$ cat src/rtl/write_back_queue_pkg.sv
// Shared types for the in-order write-back queue: source select, queue entry and load funct3 codes.
package write_back_pkg;

  localparam int WB_XLEN       = 32;
  localparam int WB_REG_ADDR_W = 5;

  typedef enum logic [1:0] {
    WB_SEL_ALU = 2'd0,
    WB_SEL_MEM = 2'd1,
    WB_SEL_PC  = 2'd2
  } write_back_select_t;

  localparam logic [2:0] F3_LB  = 3'b000;
  localparam logic [2:0] F3_LH  = 3'b001;
  localparam logic [2:0] F3_LW  = 3'b010;
  localparam logic [2:0] F3_LBU = 3'b100;
  localparam logic [2:0] F3_LHU = 3'b101;

  // Entry storage is sized by the package widths; the top's XLEN/REG_ADDR_W must match them.
  typedef struct packed {
    logic                     we;
    logic [WB_REG_ADDR_W-1:0] rd;
    write_back_select_t       sel;
    logic [2:0]               funct3;
    logic [WB_XLEN-1:0]       data;
    logic                     data_ok;
  } wb_entry_t;

endpackage

$ cat src/rtl/write_back_queue_if.sv
// Record/response inputs and register-file write outputs of the write-back queue.
interface write_back_queue_if
  import write_back_pkg::*;
#(
  parameter int XLEN       = WB_XLEN,
  parameter int DEPTH      = 4,
  parameter int REG_ADDR_W = WB_REG_ADDR_W
) ();

  logic                         in_valid;
  logic                         in_ready;
  logic                         in_write_enable;
  logic [REG_ADDR_W-1:0]        in_rd;
  write_back_select_t           in_sel;
  logic [2:0]                   in_funct3;
  logic [XLEN-1:0]              in_alu_result;
  logic [XLEN-1:0]              in_pc_plus4;
  logic                         mem_rsp_valid;
  logic [XLEN-1:0]              mem_rsp_data;
  logic                         rf_we;
  logic [REG_ADDR_W-1:0]        rf_rd;
  logic [XLEN-1:0]              rf_wdata;
  logic [$clog2(DEPTH+1)-1:0]   occupancy;
  logic                         rsp_orphan;

  modport master (
    output in_valid, in_write_enable, in_rd, in_sel, in_funct3, in_alu_result, in_pc_plus4,
    output mem_rsp_valid, mem_rsp_data,
    input  in_ready, rf_we, rf_rd, rf_wdata, occupancy, rsp_orphan
  );

  modport slave (
    input  in_valid, in_write_enable, in_rd, in_sel, in_funct3, in_alu_result, in_pc_plus4,
    input  mem_rsp_valid, mem_rsp_data,
    output in_ready, rf_we, rf_rd, rf_wdata, occupancy, rsp_orphan
  );

endinterface

$ cat src/rtl/write_back_queue_load_extend.sv
// Combinational load-data extender: sign/zero-extends byte and halfword loads by funct3.
module load_extend
  import write_back_pkg::*;
#(
  parameter int XLEN = WB_XLEN
) (
  input  logic [2:0]      i_funct3,
  input  logic [XLEN-1:0] i_data,
  output logic [XLEN-1:0] o_data
);

  function automatic logic [XLEN-1:0] extend_load(input logic [2:0] f3, input logic [XLEN-1:0] d);
    logic signed [7:0]  s_b;
    logic signed [15:0] s_h;
    logic [XLEN-1:0]    r;
    s_b = d[7:0];
    s_h = d[15:0];
    case (f3)
      F3_LB:   r = XLEN'(s_b);
      F3_LH:   r = XLEN'(s_h);
      F3_LBU:  r = XLEN'(d[7:0]);
      F3_LHU:  r = XLEN'(d[15:0]);
      F3_LW:   r = d;
      default: r = d;
    endcase
    return r;
  endfunction

  assign o_data = extend_load(i_funct3, i_data);

endmodule

$ cat src/rtl/write_back_queue.sv
// In-order write-back queue: buffers records, fills loads from in-order responses, retires to a registered RF port.
// Optional WB_BYPASS_EN: non-load records offered to an empty queue go straight to the output register.
module write_back_queue
  import write_back_pkg::*;
#(
  parameter int XLEN       = WB_XLEN,
  parameter int DEPTH      = 4,
  parameter int REG_ADDR_W = WB_REG_ADDR_W
) (
  input  logic              clk,
  input  logic              reset,
  write_back_queue_if.slave bus
);

  localparam int PW = (DEPTH > 1) ? $clog2(DEPTH) : 1;
  localparam int CW = $clog2(DEPTH + 1);

  wb_entry_t             r_q [DEPTH];
  logic [PW-1:0]         r_head;
  logic [PW-1:0]         r_tail;
  logic [CW-1:0]         r_count;
  logic                  r_rf_we_p1;
  logic [REG_ADDR_W-1:0] r_rf_rd_p1;
  logic [XLEN-1:0]       r_rf_wdata_p1;
  logic                  r_orphan_p1;

  logic                  w_ready;
  logic                  w_enq;
  logic                  w_retire;
  logic                  w_bypass;
  logic                  w_fill_hit;
  logic [PW-1:0]         w_fill_idx;
  logic [XLEN-1:0]       w_ext;
  logic [XLEN-1:0]       w_in_value;

  assign w_ready    = (r_count < CW'(DEPTH));
  assign w_retire   = (r_count != '0) && r_q[r_head].data_ok;
  assign w_in_value = (bus.in_sel == WB_SEL_PC) ? bus.in_pc_plus4 : bus.in_alu_result;

`ifdef WB_BYPASS_EN
  assign w_bypass = (r_count == '0) && bus.in_valid && (bus.in_sel != WB_SEL_MEM);
`else
  assign w_bypass = 1'b0;
`endif

  assign w_enq = bus.in_valid && w_ready && !w_bypass;

  // Stage p0: oldest stored load still waiting for data; same-cycle enqueues are not yet counted.
  always_comb begin
    w_fill_hit = 1'b0;
    w_fill_idx = r_head;
    for (int k = 0; k < DEPTH; k++) begin
      if (!w_fill_hit && (CW'(k) < r_count) &&
          (r_q[r_head + PW'(k)].sel == WB_SEL_MEM) && !r_q[r_head + PW'(k)].data_ok) begin
        w_fill_hit = 1'b1;
        w_fill_idx = r_head + PW'(k);
      end
    end
  end

  load_extend #(.XLEN(XLEN)) u_load_extend (
    .i_funct3 (r_q[w_fill_idx].funct3),
    .i_data   (bus.mem_rsp_data),
    .o_data   (w_ext)
  );

  always_ff @(posedge clk) begin
    if (w_enq) begin
      r_q[r_tail] <= '{we:      bus.in_write_enable,
                       rd:      bus.in_rd,
                       sel:     bus.in_sel,
                       funct3:  bus.in_funct3,
                       data:    w_in_value,
                       data_ok: (bus.in_sel != WB_SEL_MEM)};
    end
    if (bus.mem_rsp_valid && w_fill_hit) begin
      r_q[w_fill_idx].data    <= w_ext;
      r_q[w_fill_idx].data_ok <= 1'b1;
    end
  end

  always_ff @(posedge clk or posedge reset) begin
    if (reset) begin
      r_head  <= '0;
      r_tail  <= '0;
      r_count <= '0;
    end else begin
      if (w_enq)    r_tail <= r_tail + PW'(1);
      if (w_retire) r_head <= r_head + PW'(1);
      case ({w_enq, w_retire})
        2'b10:   r_count <= r_count + CW'(1);
        2'b01:   r_count <= r_count - CW'(1);
        default: r_count <= r_count;
      endcase
    end
  end

  // Stage p1: registered register-file write port; address and data hold when idle.
  always_ff @(posedge clk or posedge reset) begin
    if (reset) begin
      r_rf_we_p1    <= 1'b0;
      r_rf_rd_p1    <= '0;
      r_rf_wdata_p1 <= '0;
      r_orphan_p1   <= 1'b0;
    end else begin
      r_orphan_p1 <= bus.mem_rsp_valid && !w_fill_hit;
      if (w_retire) begin
        r_rf_we_p1    <= r_q[r_head].we && (r_q[r_head].rd != '0);
        r_rf_rd_p1    <= r_q[r_head].rd;
        r_rf_wdata_p1 <= r_q[r_head].data;
      end else if (w_bypass) begin
        r_rf_we_p1    <= bus.in_write_enable && (bus.in_rd != '0);
        r_rf_rd_p1    <= bus.in_rd;
        r_rf_wdata_p1 <= w_in_value;
      end else begin
        r_rf_we_p1 <= 1'b0;
      end
    end
  end

  assign bus.in_ready   = w_ready;
  assign bus.rf_we      = r_rf_we_p1;
  assign bus.rf_rd      = r_rf_rd_p1;
  assign bus.rf_wdata   = r_rf_wdata_p1;
  assign bus.occupancy  = r_count;
  assign bus.rsp_orphan = r_orphan_p1;

endmodule

$ cat src/flat_wrapper.sv
// flat-port wrapper written by rule: the top's interface ports become plain ports
module write_back_queue_flat import write_back_pkg::*;
#(
  parameter int XLEN       = WB_XLEN,
  parameter int DEPTH      = 4,
  parameter int REG_ADDR_W = WB_REG_ADDR_W
)
  (clk, reset, bus_in_valid, bus_in_write_enable, bus_in_rd, bus_in_sel, bus_in_funct3, bus_in_alu_result, bus_in_pc_plus4, bus_mem_rsp_valid, bus_mem_rsp_data, bus_in_ready, bus_rf_we, bus_rf_rd, bus_rf_wdata, bus_occupancy, bus_rsp_orphan);
  write_back_queue_if #(.XLEN(XLEN), .DEPTH(DEPTH), .REG_ADDR_W(REG_ADDR_W)) bus_i ();
  input  logic clk;
  input  logic reset;
  input wire logic [$bits(bus_i.in_valid)-1:0] bus_in_valid;
  input wire logic [$bits(bus_i.in_write_enable)-1:0] bus_in_write_enable;
  input wire logic [$bits(bus_i.in_rd)-1:0] bus_in_rd;
  input wire logic [$bits(bus_i.in_sel)-1:0] bus_in_sel;
  input wire logic [$bits(bus_i.in_funct3)-1:0] bus_in_funct3;
  input wire logic [$bits(bus_i.in_alu_result)-1:0] bus_in_alu_result;
  input wire logic [$bits(bus_i.in_pc_plus4)-1:0] bus_in_pc_plus4;
  input wire logic [$bits(bus_i.mem_rsp_valid)-1:0] bus_mem_rsp_valid;
  input wire logic [$bits(bus_i.mem_rsp_data)-1:0] bus_mem_rsp_data;
  output wire logic [$bits(bus_i.in_ready)-1:0] bus_in_ready;
  output wire logic [$bits(bus_i.rf_we)-1:0] bus_rf_we;
  output wire logic [$bits(bus_i.rf_rd)-1:0] bus_rf_rd;
  output wire logic [$bits(bus_i.rf_wdata)-1:0] bus_rf_wdata;
  output wire logic [$bits(bus_i.occupancy)-1:0] bus_occupancy;
  output wire logic [$bits(bus_i.rsp_orphan)-1:0] bus_rsp_orphan;
  assign bus_i.in_valid = bus_in_valid;
  assign bus_i.in_write_enable = bus_in_write_enable;
  assign bus_i.in_rd = bus_in_rd;
  assign bus_i.in_sel = bus_in_sel;
  assign bus_i.in_funct3 = bus_in_funct3;
  assign bus_i.in_alu_result = bus_in_alu_result;
  assign bus_i.in_pc_plus4 = bus_in_pc_plus4;
  assign bus_i.mem_rsp_valid = bus_mem_rsp_valid;
  assign bus_i.mem_rsp_data = bus_mem_rsp_data;
  assign bus_in_ready = bus_i.in_ready;
  assign bus_rf_we = bus_i.rf_we;
  assign bus_rf_rd = bus_i.rf_rd;
  assign bus_rf_wdata = bus_i.rf_wdata;
  assign bus_occupancy = bus_i.occupancy;
  assign bus_rsp_orphan = bus_i.rsp_orphan;
  write_back_queue #(.XLEN(XLEN), .DEPTH(DEPTH), .REG_ADDR_W(REG_ADDR_W)) u_core (.clk(clk), .reset(reset), .bus(bus_i));
endmodule
$ cat config.mk
export PLATFORM = sky130hd
export DESIGN_NAME = write_back_queue_flat
export DESIGN_NICKNAME = d
export VERILOG_FILES = /design/src/rtl/write_back_queue_pkg.sv /design/src/rtl/write_back_queue_if.sv /design/src/rtl/write_back_queue_load_extend.sv /design/src/rtl/write_back_queue.sv /design/src/flat_wrapper.sv
export SDC_FILE = /design/constraint.sdc
export NUM_CORES = 1
export LEC_CHECK = 0
export CAP_MARGIN = 20
export CORE_ASPECT_RATIO = 0.9
export CORE_MARGIN = 2
export CORE_UTILIZATION = 45
export CTS_CLUSTER_SIZE = 16
export DETAILED_ROUTE_END_ITERATION = 10
export PLACE_DENSITY = 0.66
export RECOVER_POWER = 25
export SYNTH_ARGS = -nofsm -noshare
export SYNTH_HDL_FRONTEND = slang
export SYNTH_SLANG_ARGS = --single-unit
export TNS_END_PERCENT = 1
$ cat constraint.sdc
create_clock -name clk -period 4.8 [get_ports clk]
set_clock_uncertainty 0.1 [all_clocks]
set_input_delay 0.72 -clock clk [delete_from_list [all_inputs] [get_ports clk]]
set_output_delay 0.72 -clock clk [all_outputs]
set_load 0.01 [all_outputs]
* After elaboration in Yosys (flattened, before gate mapping)
Memories as Yosys holds them, arrays and structs flattened.
Cells that the tools add are included.
** Storage, ports and cells
- Bits in writable memories :: 176
- Memories kept :: 1
- Logic and storage cells :: 73
- Flip-flop bits (word level) :: 46
- Bits of input ports :: 111
** Operators by class
- Reductions and logical operators :: 28
- Order comparisons :: 5
- Mux-type cells :: 15
- Add/subtract/negate cells :: 6
- Eq/ne operators :: 11
** Memory list
- u_core.r_q :: words 4, width 44, rd ports 5, clocked after memory_dff 0, write ports 2, RTL line write_back_queue.sv:18 : wb_entry_t r_q [DEPTH];
** Operators with widths (number)
- 32-bit one-hot mux with 4 select lines :: 1
- 32-bit two-way mux :: 1
- 1-bit logical AND :: 16
- 2-bit by 1-bit equality test with 1-bit output (second input constant) :: 5
- 1-bit two-way mux :: 9
- 1-bit logical NOT :: 8
- 3-bit equality test (second input constant) :: 2
- 1-bit by 3-bit < comparator with 1-bit output (first input constant) :: 2
- 2-bit by 3-bit < comparator with 1-bit output (first input constant) :: 2
- 2-bit two-way mux :: 3
- 3-bit one-hot mux with 2 select lines :: 1
- 5-bit nonzero test :: 1
- 2-bit by 1-bit adder with 2-bit output (second input constant) :: 2
- 2-bit adder (second input constant) :: 2
- 2-bit equality test (second input constant) :: 2
- 3-bit by 1-bit adder with 3-bit output (second input constant) :: 1
- 3-bit by 1-bit equality test with 1-bit output (second input constant) :: 1
- 3-bit logical NOT :: 1
- 3-bit < comparator (second input constant) :: 1
- 3-bit nonzero test :: 1
- 3-bit by 1-bit subtractor with 3-bit output (second input constant) :: 1
- 2-bit by 1-bit inequality test with 1-bit output (second input constant) :: 1
- 2-bit nonzero test :: 1

* Depth between registers and ports, before layout
Gate-level depths: netlist (run 1).
An unclocked memory read counts as a cell.
- Depth after elaboration :: 23
- Depth in mapped cells :: 11
- Mapped depth without buffers :: 9

* Hierarchy
From an unflattened synthesis (run 1), not the netlist that was laid out.
** Unflattened totals
- Cell total of the unflattened synthesis :: 801
- Area total of the unflattened synthesis :: 11379.7 µm²
** Modules (own cells, without submodules)
- write_back_queue :: times used 1, area an instance 11024.3 µm², seq. area each 6396.1 µm², cells an instance 734
- load_extend :: times used 1, area an instance 355.3 µm², seq. area each 0.0 µm², cells an instance 67

* Worst setup path after synthesis (run 1)
Ideal clock, no wire load.
- Kind :: reg2reg
- Start :: reg u_core.r_head[0]
- End :: mem u_core.r_q[2][10] in the netlist's numbering (enable)
- Stages on the path, launching flop included :: 11
- Required time :: 4309 ps
- Setup slack :: 1070 ps
- Buffers on the path :: 3
- Arrival time :: 3240 ps
- Period minus slack after synthesis :: 3730 ps
- Cell sequence :: dfrtp_1 buf_4 mux4_2 a21oi_1 nand3_1 o311ai_1 xnor2_1 and2_1 clkbuf_1 clkbuf_1 or2_1
** RTL lines
- from (decl) :: RTL line write_back_queue.sv:19 : logic [PW-1:0] r_head;
- from (signal assigned) :: RTL line write_back_queue.sv:89 : if (w_retire) r_head <= r_head + PW'(1);
- to (decl) :: RTL line write_back_queue.sv:18

==> results of run 1 <==
[cell type report]
type                            count  area, um2  share of cell area, %
Sequential cell                   222       6401                  46.40
Clock buffer                       33      685.7                  4.970
Inverter                           17      63.81                 0.4625
Clock inverter                     11      186.4                  1.351
Timing Repair Buffer              178       1759                  12.75
Tap cell                          308      385.4                  2.793
Multi-Input combinational cell    449       4314                  31.27
[metrics by stage]
stage / total power [uW] / hold slack [ns] / setup slack (ns) / cell area, um2
finish: 9598 / 0.3983 / 0.3993 / 13800
global route: 10080 / 0.4086 / 0.1156 / 13800
CTS: 9623 / 0.4069 / 0.4925 / 13770
detailed placement: 7606 / 0.3930 / 0.4927 / 12900
global placement: 7437 / 0.3867 / 0.5275 / 12870
floorplan: 6131 / 0.3877 / 1.070 / 10970
[Yosys cell counts, types with 13 or more instances]
cell type	number	share of area (%)
sky130_fd_sc_hd__edfxtp_1	172	47
sky130_fd_sc_hd__a32oi_1	32	2.6
sky130_fd_sc_hd__dfrtp_1	46	10
sky130_fd_sc_hd__nand2_1	35	1.2
sky130_fd_sc_hd__o21ai_1	33	1.5
sky130_fd_sc_hd__mux4_2	39	8.0
sky130_fd_sc_hd__o31ai_1	15	1.0
sky130_fd_sc_hd__clkbuf_1	37	1.3
sky130_fd_sc_hd__inv_1	15	0.51
sky130_fd_sc_hd__a221o_1	64	5.8
sky130_fd_sc_hd__mux2i_1	13	1.2
sky130_fd_sc_hd__nor2_1	31	1.1
sky130_fd_sc_hd__mux2_2	66	6.8
[worst reg2reg max path, stage by stage (launching register included)]
cell                       delay [ns]
sky130_fd_sc_hd__dfrtp_4         0.75
sky130_fd_sc_hd__mux4_2          0.64
sky130_fd_sc_hd__a21oi_1         0.17
sky130_fd_sc_hd__nand3_1         0.20
sky130_fd_sc_hd__o311ai_1        0.22
sky130_fd_sc_hd__xnor2_1         0.28
sky130_fd_sc_hd__and2_1          0.85
sky130_fd_sc_hd__nand2b_1        0.68
sky130_fd_sc_hd__o21ai_1         0.35
[path summary, 6_finish.rpt]
| check | from | endpoint | slack, ns | depth (start not counted) |
|---|---|---|---|---|
| worst min register to register | u_core.bus.rf_wdata[12] | u_core.bus.rf_wdata[12] | 0.40 | 1 |
| worst max register to register | u_core.r_head[0] | u_core.r_q[2][19] | 0.40 | 8 |
| worst max-delay path | u_core.r_head[0] | u_core.r_q[2][19] | 0.40 | 8 |
| max in group asynchronous | reset | u_core.bus.rf_wdata[17] | 2.06 | 3 |
| min in group asynchronous | reset | u_core.bus.rf_wdata[4] | 0.98 | 2 |
| worst min-delay path | u_core.bus.rf_wdata[12] | u_core.bus.rf_wdata[12] | 0.40 | 1 |
[sequential cells by signal, indices dropped and copies added (netlist names)]
name                   cells
u_core.bus.occupancy       3
u_core.bus.rf_rd           5
u_core.bus.rf_wdata       32
u_core.bus.rf_we           1
u_core.bus.rsp_orphan      1
u_core.r_head              2
u_core.r_q               176
u_core.r_tail              2
[per-layer routing]
layer | up-vias | part of all wire [%]
li1 | 3338 | -
met1 | 3773 | 41
met2 | 473 | 47
met3 | 67 | 9.3
met4 | 0 | 3.1
met5 | - | 0
[logic make-up after synthesis]
kind of cell / Yosys count / share of synthesized area, %
fa+ha+maj: 9 / 1.026
compound gates: 183 / 13.71
simple gates: 116 / 5.874
xor+xnor: 9 / 0.8897
mux: 132 / 17.47
buf+inv: 73 / 2.726
flops: 222 / 58.30
[where the power goes]
group / internal [uW] / leakage (uW) / switching (uW)
sequential: 3070 / 0.00219 / 334
combinational: 1950 / 0.00228 / 2230
clock: 1270 / 0.000427 / 748
==> reports/qor.csv, run 1 <==
stage;metric;value;unit
clock_tree;clkTransAtPathRegs;0.06;ns
final_layout;num_antenna_cells;0;
floorplan;coreArea;24120;um2
critical_path;category_of_the_most_critical_setup_path;flip-flop to flip-flop;
final_layout;postLayoutCoreUtil;57.19;%
clock_tree;cts_num_sinks;222;
logic_synthesis;ys_ff_latch;222;
clock_tree;htree_num_levels;1;
clock_tree;setup_bufs_post_cts;0;
final_layout;mostFrequentLayoutCell;sky130_fd_sc_hd__edfxtp_1;
logic_synthesis;synth_sequential_area_ratio;58.30;%
critical_path;peak_per_stage_delay_on_the_critical_path;0.85;ns
drt;viasPerCell;6.282;
timing;tightestPinTransition;1.442;ns
timing;report.final.hold_viol_count;0;
critical_path;critical_path.startpoint_type;flip-flop;
final_layout;post_route_cells_drive_above_1_share;21.10;%
global_route;use_met3;4.689;%
timing;slew_violations;0;
timing;tns_setup;0;ns
drt;dr_total_vias;7651;
timing;fin_crit_sh;91.68;%
global_route;busiest_layer;met2;
drt;drc;0;
logic_synthesis;post_synth_num_cell_types;60;
critical_path;timing.critical_path.required;5.03;ns
job;maxCapViolCount;0;
floorplan;floorplan.die.height;152.1;um
final_layout;areaGrowthSynthToFinish;25.75;%
placement;placedCellCount;1173;
final_layout;final_cells;1218;
pwr;power.static_leakage;0.004887;uW
drt;drtPass1Iterations;6;
drt;avgRoutedWirePerCell;23.96;um
logic_synthesis;netlist_area;10970;um2
final_layout;most-common-layout-cells;172 x sky130_fd_sc_hd__edfxtp_1, 112 x sky130_fd_sc_hd__clkdlybuf4s50_1, 66 x sky130_fd_sc_hd__mux2_2;
global_route;first_global_vias;7963;
final_layout;fillerInstances;1849;
logic_synthesis;synthArstFlopShare;20.72;%
global_route;antenna_found_initial;0;
run_status;outcome;finished clean;
critical_path;critPathArrivalTime;4.63;ns
global_route;grt_first_pass_wirelength;44810;um
logic_synthesis;mappedNetlistNets;864;
placement;gp_congestion;0.8659;
global_route;gr-usage-met2;36.66;%
logic_synthesis;synth-edff-count;172;
critical_path;timing.critical_path.to_type;flip-flop;
timing;rsz0062_at_grt;no;
timing;setup_viol;0;
timing;timing.max_slew.rel_slack;3.739;%
placement;io_port_bufs;153;
pwr;power_density;695.7;nW/um2
logic_synthesis;count_of_synthesis_stage_warnings_from_yosys;0;
clock_tree;hold_buf_cts;0;
clock_tree;clk_root_buffer_cell;sky130_fd_sc_hd__clkbuf_16;
clock_tree;ctsResizeCount;0;
timing;fmax;227.2;MHz
critical_path;timing.critical_path.buf_inv;0;
global_route;gr-usage-met1;30.18;%
drt;routed_wirelength;29180;um
logic_synthesis;post_synth.cell_area_avg;14.75;um2
critical_path;critPathTopFamily;simple AND/OR/NAND/NOR gates;
global_route;global_route.overflow_total;0;
timing;finalWorstPathRequiredPeriod;4.401;ns
logic_synthesis;syn-instance-count;744;
floorplan;initial_core_util;45.48;%
critical_path;crit_path_top_delay_cell;sky130_fd_sc_hd__and2_1;
floorplan;io_pins;154;
pwr;power.ir.vdd_worst;0.3187;mV
drt;drtIter0Drc;813;
floorplan;dieArea;25650;um2
clock_tree;clock_tree_from_tritoncts;built;
logic_synthesis;synth_flop_cell;sky130_fd_sc_hd__edfxtp_1;
floorplan;die_width;168.6;um
final_layout;fin_nets;1012;
critical_path;cp_cell_sequence;mux4_2, a21oi_1, nand3_1, o311ai_1, xnor2_1, and2_1, nand2b_1, o21ai_1;
placement;place_hpwl;18830;um
global_route;largest_net_degree_at_the_start_of_global_routing;40;
global_route;grt_util_all_layers;22.57;%
drt;final_antenna_net_count;0;
clock_tree;cts_buffers;24;
floorplan;fp-row-count;54;
clock_tree;worst_case_clock_buffer_depth;3;
clock_tree;clock_insertion_delay_worst_skew;0.51;ns
hold_path;timing.hold.worst.class;flip-flop to flip-flop;
critical_path;critical_path_peak_fanout;29;
Power figures use the tool's default switching activity.
==> run 2: changes to the inputs <==
--- a/config.mk
+++ b/config.mk
@@ -11,6 +11,7 @@
 export CORE_UTILIZATION = 45
 export CTS_CLUSTER_SIZE = 16
 export DETAILED_ROUTE_END_ITERATION = 10
+export HOLD_SLACK_MARGIN = 0.12
 export PLACE_DENSITY = 0.66
 export RECOVER_POWER = 25
 export SYNTH_ARGS = -nofsm -noshare
==> results of run 2 <==
Final layout, timing and power as in run 1 (identical DEF).
==> run 3: changes to the inputs <==
--- a/config.mk
+++ b/config.mk
@@ -12,6 +12,7 @@
 export CTS_CLUSTER_SIZE = 16
 export DETAILED_ROUTE_END_ITERATION = 10
 export HOLD_SLACK_MARGIN = 0.12
+export MAX_ROUTING_LAYER = met4
 export PLACE_DENSITY = 0.66
 export RECOVER_POWER = 25
 export SYNTH_ARGS = -nofsm -noshare
==> run 3 against run 2 <==
Die area did not move. Utilization did not move. Maximum frequency fell by 0.17%. Register-to-register slack barely moved. Global-route usage rose by 0.67 points. Sequential cell count did not move. Via count barely moved. Cell count did not move. Count of clock-buffer cells in the layout did not move. Clock power barely moved. Total power barely moved. Critical path depth did not move. Largest cell class unchanged.
==> reports/qor.csv, run 3 (synthesis results as in run 1) <==
stage;metric;value;unit;change
run_status;outcome;finished clean;;
drt;final_antenna_net_count;0;;unchanged
timing;tightestPinTransition;1.438;ns;-0.004054 ns
floorplan;dieArea;25650;um2;unchanged
global_route;first_global_vias;7972;;+0.11%
floorplan;fp-row-count;54;;unchanged
critical_path;critical_path_peak_fanout;29;;unchanged
global_route;grt_util_all_layers;23.23;%;+0.67 points
floorplan;io_pins;154;;unchanged
critical_path;timing.critical_path.required;5.03;ns;about the same
clock_tree;worst_case_clock_buffer_depth;3;;unchanged
clock_tree;clock_tree_from_tritoncts;built;;
clock_tree;clk_root_buffer_cell;sky130_fd_sc_hd__clkbuf_16;;
job;maxCapViolCount;0;;unchanged
clock_tree;clock_insertion_delay_worst_skew;0.51;ns;about the same
critical_path;critical_path.startpoint_type;flip-flop;;
clock_tree;setup_bufs_post_cts;0;;unchanged
final_layout;post_route_cells_drive_above_1_share;21.10;%;unchanged
final_layout;largest_register_ff_count;176;;unchanged
global_route;global_route.overflow_total;0;;unchanged
drt;viasPerCell;6.278;;about the same
hold_path;min_path_cells;1;;unchanged
drt;drtPass1Iterations;5;;-1
hold_path;timing.hold.worst.class;flip-flop to flip-flop;;
critical_path;r2r_start;u_core.r_head[0];;
timing;tns_setup;0;ns;unchanged
pwr;power.static_leakage;0.004887;uW;unchanged
timing;timing.max_slew.rel_slack;4.009;%;+0.27 points
critical_path;critPathArrivalTime;4.64;ns;about the same
pwr;power_density;696.1;nW/um2;about the same
placement;gp_congestion;0.8800;;+1.6%
placement;io_port_bufs;153;;unchanged
final_layout;num_antenna_cells;0;;unchanged
critical_path;crit_path_top_delay_cell;sky130_fd_sc_hd__and2_1;;
final_layout;mostFrequentLayoutCell;sky130_fd_sc_hd__edfxtp_1;;
timing;fmax;226.8;MHz;-0.17%
drt;avgRoutedWirePerCell;23.87;um;-0.36%
timing;rsz0062_at_grt;no;;
timing;report.final.hold_viol_count;0;;unchanged
timing;slew_violations;0;;unchanged
final_layout;max_flop_register;u_core.r_q;;
timing;fin_crit_sh;91.84;%;+0.16 points
clock_tree;htree_num_levels;1;;unchanged
clock_tree;clkTransAtPathRegs;0.06;ns;about the same
critical_path;timing.critical_path.to_type;flip-flop;;
final_layout;fillerInstances;1849;;unchanged
drt;drtIter0Drc;693;;-15%
global_route;largest_net_degree_at_the_start_of_global_routing;40;;unchanged
drt;dr_total_vias;7647;;-0.052%
critical_path;worstRegToRegCells;8;;unchanged
critical_path;worst_setup_path_startpoint;u_core.r_head[0];;
final_layout;areaGrowthSynthToFinish;25.75;%;unchanged
timing;finalWorstPathRequiredPeriod;4.408;ns;+0.007654 ns
final_layout;fin_nets;1012;;unchanged
placement;place_hpwl;18830;um;unchanged
floorplan;initial_core_util;45.48;%;unchanged
clock_tree;cts_num_sinks;222;;unchanged
critical_path;category_of_the_most_critical_setup_path;flip-flop to flip-flop;;
drt;drc;0;;unchanged
global_route;antenna_found_initial;0;;unchanged
hold_path;worstHoldStart;u_core.bus.rf_wdata[12];;
critical_path;cp_cell_sequence;mux4_2, a21oi_1, nand3_1, o311ai_1, xnor2_1, and2_1, nand2b_1, o21ai_1;;
clock_tree;cts_buffers;24;;unchanged
floorplan;floorplan.die.height;152.1;um;unchanged
floorplan;die_width;168.6;um;unchanged
final_layout;postLayoutCoreUtil;57.19;%;unchanged
pwr;power.ir.vdd_worst;0.3190;mV;+0.11%
global_route;grt_first_pass_wirelength;44770;um;about the same
drt;routed_wirelength;29080;um;-0.36%
timing;setup_viol;0;;unchanged
final_layout;most-common-layout-cells;172 x sky130_fd_sc_hd__edfxtp_1, 112 x sky130_fd_sc_hd__clkdlybuf4s50_1, 66 x sky130_fd_sc_hd__mux2_2;;
clock_tree;hold_buf_cts;0;;unchanged
clock_tree;ctsResizeCount;0;;unchanged
critical_path;peak_per_stage_delay_on_the_critical_path;0.86;ns;about the same
floorplan;coreArea;24120;um2;unchanged
run 3: worst paths after layout:
check	endpoint	slack (ns)
max	u_core.r_q[2][19]	0.39
min	u_core.bus.rf_wdata[12]	0.40
max reg2reg	u_core.r_q[2][19]	0.39
min reg2reg	u_core.bus.rf_wdata[12]	0.40
max in group asynchronous	u_core.bus.rf_wdata[17]	2.06
min in group asynchronous	u_core.bus.rf_wdata[4]	0.98
run 3: through the flow:
step	worst slack [ns]	total power [uW]	cells	cell area, um2	hold WS [ns]
floorplan	1.070	6131	744	10970	0.3877
global placement	0.5275	7437	1170	12870	0.3867
detailed placement	0.4927	7606	1173	12900	0.3930
CTS	0.4925	9623	1217	13770	0.4069
global route	0.1156	10080	1218	13800	0.4086
finish	0.3917	9604	1218	13800	0.3982
run 3: critical path: cells and delay by family (launching register included):
family          cells  cell delay [ns]
xor+xnor            1             0.28
simple gates        3             1.73
flops               1             0.75
compound gates      3             0.73
mux                 1             0.62
run 3: area by class of cell:
type                            instances  area (um2)  area share [%]
Timing Repair Buffer                  178        1759           12.75
Inverter                               17       63.81          0.4625
Clock inverter                         11       186.4           1.351
Sequential cell                       222        6401           46.40
Clock buffer                           33       685.7           4.970
Multi-Input combinational cell        449        4314           31.27
Tap cell                              308       385.4           2.793
run 3: per-layer routing:
layer  vias up  global-route usage, %  wire, um
met3        87                  4.298      2544
met4         0                  8.292       949
met2       447                  36.65     13560
li1       3343                      -         -
met1      3770                  30.35     12020
met5         -                      -         0
run 3: report_power, final:
group	total, uW	internal (uW)	switching, uW
registers	3400	3070	333
clock network	2020	1270	748
logic	4190	1950	2240
total	9600	6290	3320
==> variant: new RTL, config.mk and constraints of run 1 <==
Change the package constant `WB_XLEN` from 32 to 24.
--- a/src/rtl/write_back_queue_pkg.sv
+++ b/src/rtl/write_back_queue_pkg.sv
@@ -2,5 +2,5 @@
 package write_back_pkg;
 
-  localparam int WB_XLEN       = 32;
+  localparam int WB_XLEN       = 24;
   localparam int WB_REG_ADDR_W = 5;
 
Ports: changed (resized bus_in_alu_result, bus_in_pc_plus4, bus_mem_rsp_data and bus_rf_wdata); port bits go from 154 to 122. The function was not compared with the original's and may differ.
==> variant against run 1 <==
- the flow now finishes with violations (max-capacitance violations, max-slew violations)
- wire length fell by 6.9%
- core utilization fell by 1.3 points
- synthesized cell count rose by 11%
- via count fell by 0.52%
- power fell by 18%
- global-route usage rose by 0.74 points
- sequential cell count fell by 40
- synthesized area fell by 8.3%
- design area fell by 12%
- combinational power fell by 8.6%
- setup slack improved by 0.51 ns
==> variant: results (changes against run 1) <==
* Vias in the first global route at 7303 (-8.3%)
* Max Slew Vio Count at 39 (+39)
* Met3 Use GR at 0.0442 (-0.00272)
* DR iter-0 viols at 909 (+12%)
* TritonRoute pass-1 iters at 6 (unchanged)
* Worst vdd ir at 0.365 mV (+15%)
* Post-place instance area at 11600 um^2 (-10%)
* Seq pwr at 2620 uW (-23%)
* PortBufs at 121 (-21%)
* First-pass GRT wire length at 42300 um (-5.6%)
* Min-delay src: u_core.bus.rf_wdata[3]
* Worst-path maximum fanout at 38 (+31%)
* DP Wirelength at 18600 um (-1.2%)
* Multi-input gate area at 4490 um^2 (+4.1%)
* Mapped Cells at 824 (+11%)
* Htree depth at 4 (+3)
* Synth Area in Compound Gates at 0.139 (+0.00154)
* M1 WL at 12000 um (+0.26%)
* Hold Path Sink: u_core.bus.rf_wdata[3]
* Clock group at 1440 uW (-29%)
* Wire length on met3 at 2390 um (-12%)
* GPL Wtd Cong at 0.920 (+6.3%)
* Pre-CTS setup slack at 0.922 ns (+0.429 ns)
* Worst Tran Pin Value at 1.61 ns (+0.172 ns)
* Status: finished with violations
* Worst setup endpoint: u_core.r_q[2][12]
* Num CTS Buffers at 17 (-29%)
* Post-synth EDFFs at 140 (-19%)
* Register area share after synthesis at 0.520 (-0.0628)
* Synth async-reset ratio at 0.209 (+0.00158)
* Final #Nets at 1016 (+0.40%)
* Met1 Resource Use GR at 0.350 (+0.0480)
* Clk slew on worst S/H paths at 0.08 ns (+0.02 ns)
* Commonest non-fill, non-tap cell in the layout: edfxtp_1
* R2R Setup Slk at 0.90 ns (+0.51 ns)
* Synth Area in Adders at 0.0112 (+0.000925)
* Net Switching at 3160 uW (-4.4%)
* Final setup margin at 0.905 ns (+0.505 ns)
* Max-cap violations at 1 (+1)
* XOR/XNOR Fraction of Synth Area at 0.00845 (-0.000441)
* Largest register by flop count: u_core.r_q
* Global-route usage over all layers at 0.233 (+0.00735)
* Maximum clock path buffer count at 2 (-1)
* Fraction of layout cells with a size suffix above 1 at 0.162 (-0.0491)
* Post-synth top cells: edfxtp_1, nand2_1, nor2_1
* Lkg Pwr at 0.00446 uW (-8.7%)
* Failing checks: max-capacitance violations, max-slew violations
* WL met2 at 12400 um (-9.2%)
* CP max stage delay at 0.69 ns (-0.16 ns)
* Area contributors post-synth: edfxtp_1, dfrtp_1, mux4_2
* Largest net degree at the start of global routing at 39 (-2.5%)
* Met2 usage at 0.347 (-0.0192)
* Clock latency on the worst-skew pair at 0.45 ns (-0.06 ns)
* WHS at 0.403 ns (+0.00515 ns)
* Synth unique cells at 61 (+1.7%)
* Filler cells at 1853 (+0.22%)
* Post-synthesis mux area share at 0.163 (-0.0117)
* Drt wl/cell at 22.2 um (-7.4%)
* Critical path's slowest cell: nor2_2
* CP arrival at 3.92 ns (-0.71 ns)
variant: cell types whose count changed after synthesis, sizes merged, moves of 29 or more:
cell    change
nor4       +31
a32oi      -32
edfxtp     -32
o221ai     +32
o22ai      +34
a21oi      +29
a221o      -64
o21ai      -35
nand2      +30
o211a      +30
mux2       -29
variant: cell families after synthesis:
| kind of cell | Yosys count |
|---|---|
| xor gates and xnor gates | 8 |
| AOI/OAI and AO/OA | 181 |
| muxes | 115 |
| adders and majority gates | 9 |
| buffers and inverters | 91 |
| DFF | 182 |
| and+or+nand+nor | 238 |
variant: layout make-up:
| class | count | area share |
|---|---|---|
| Sequential cell | 182 | 0.430 |
| Multi-Input combinational cell | 551 | 0.368 |
| Timing Repair Buffer | 144 | 0.114 |
| Clock buffer | 17 | 0.0349 |
| Tap cell | 291 | 0.0298 |
| Clock inverter | 15 | 0.0157 |
| Inverter | 24 | 0.00738 |
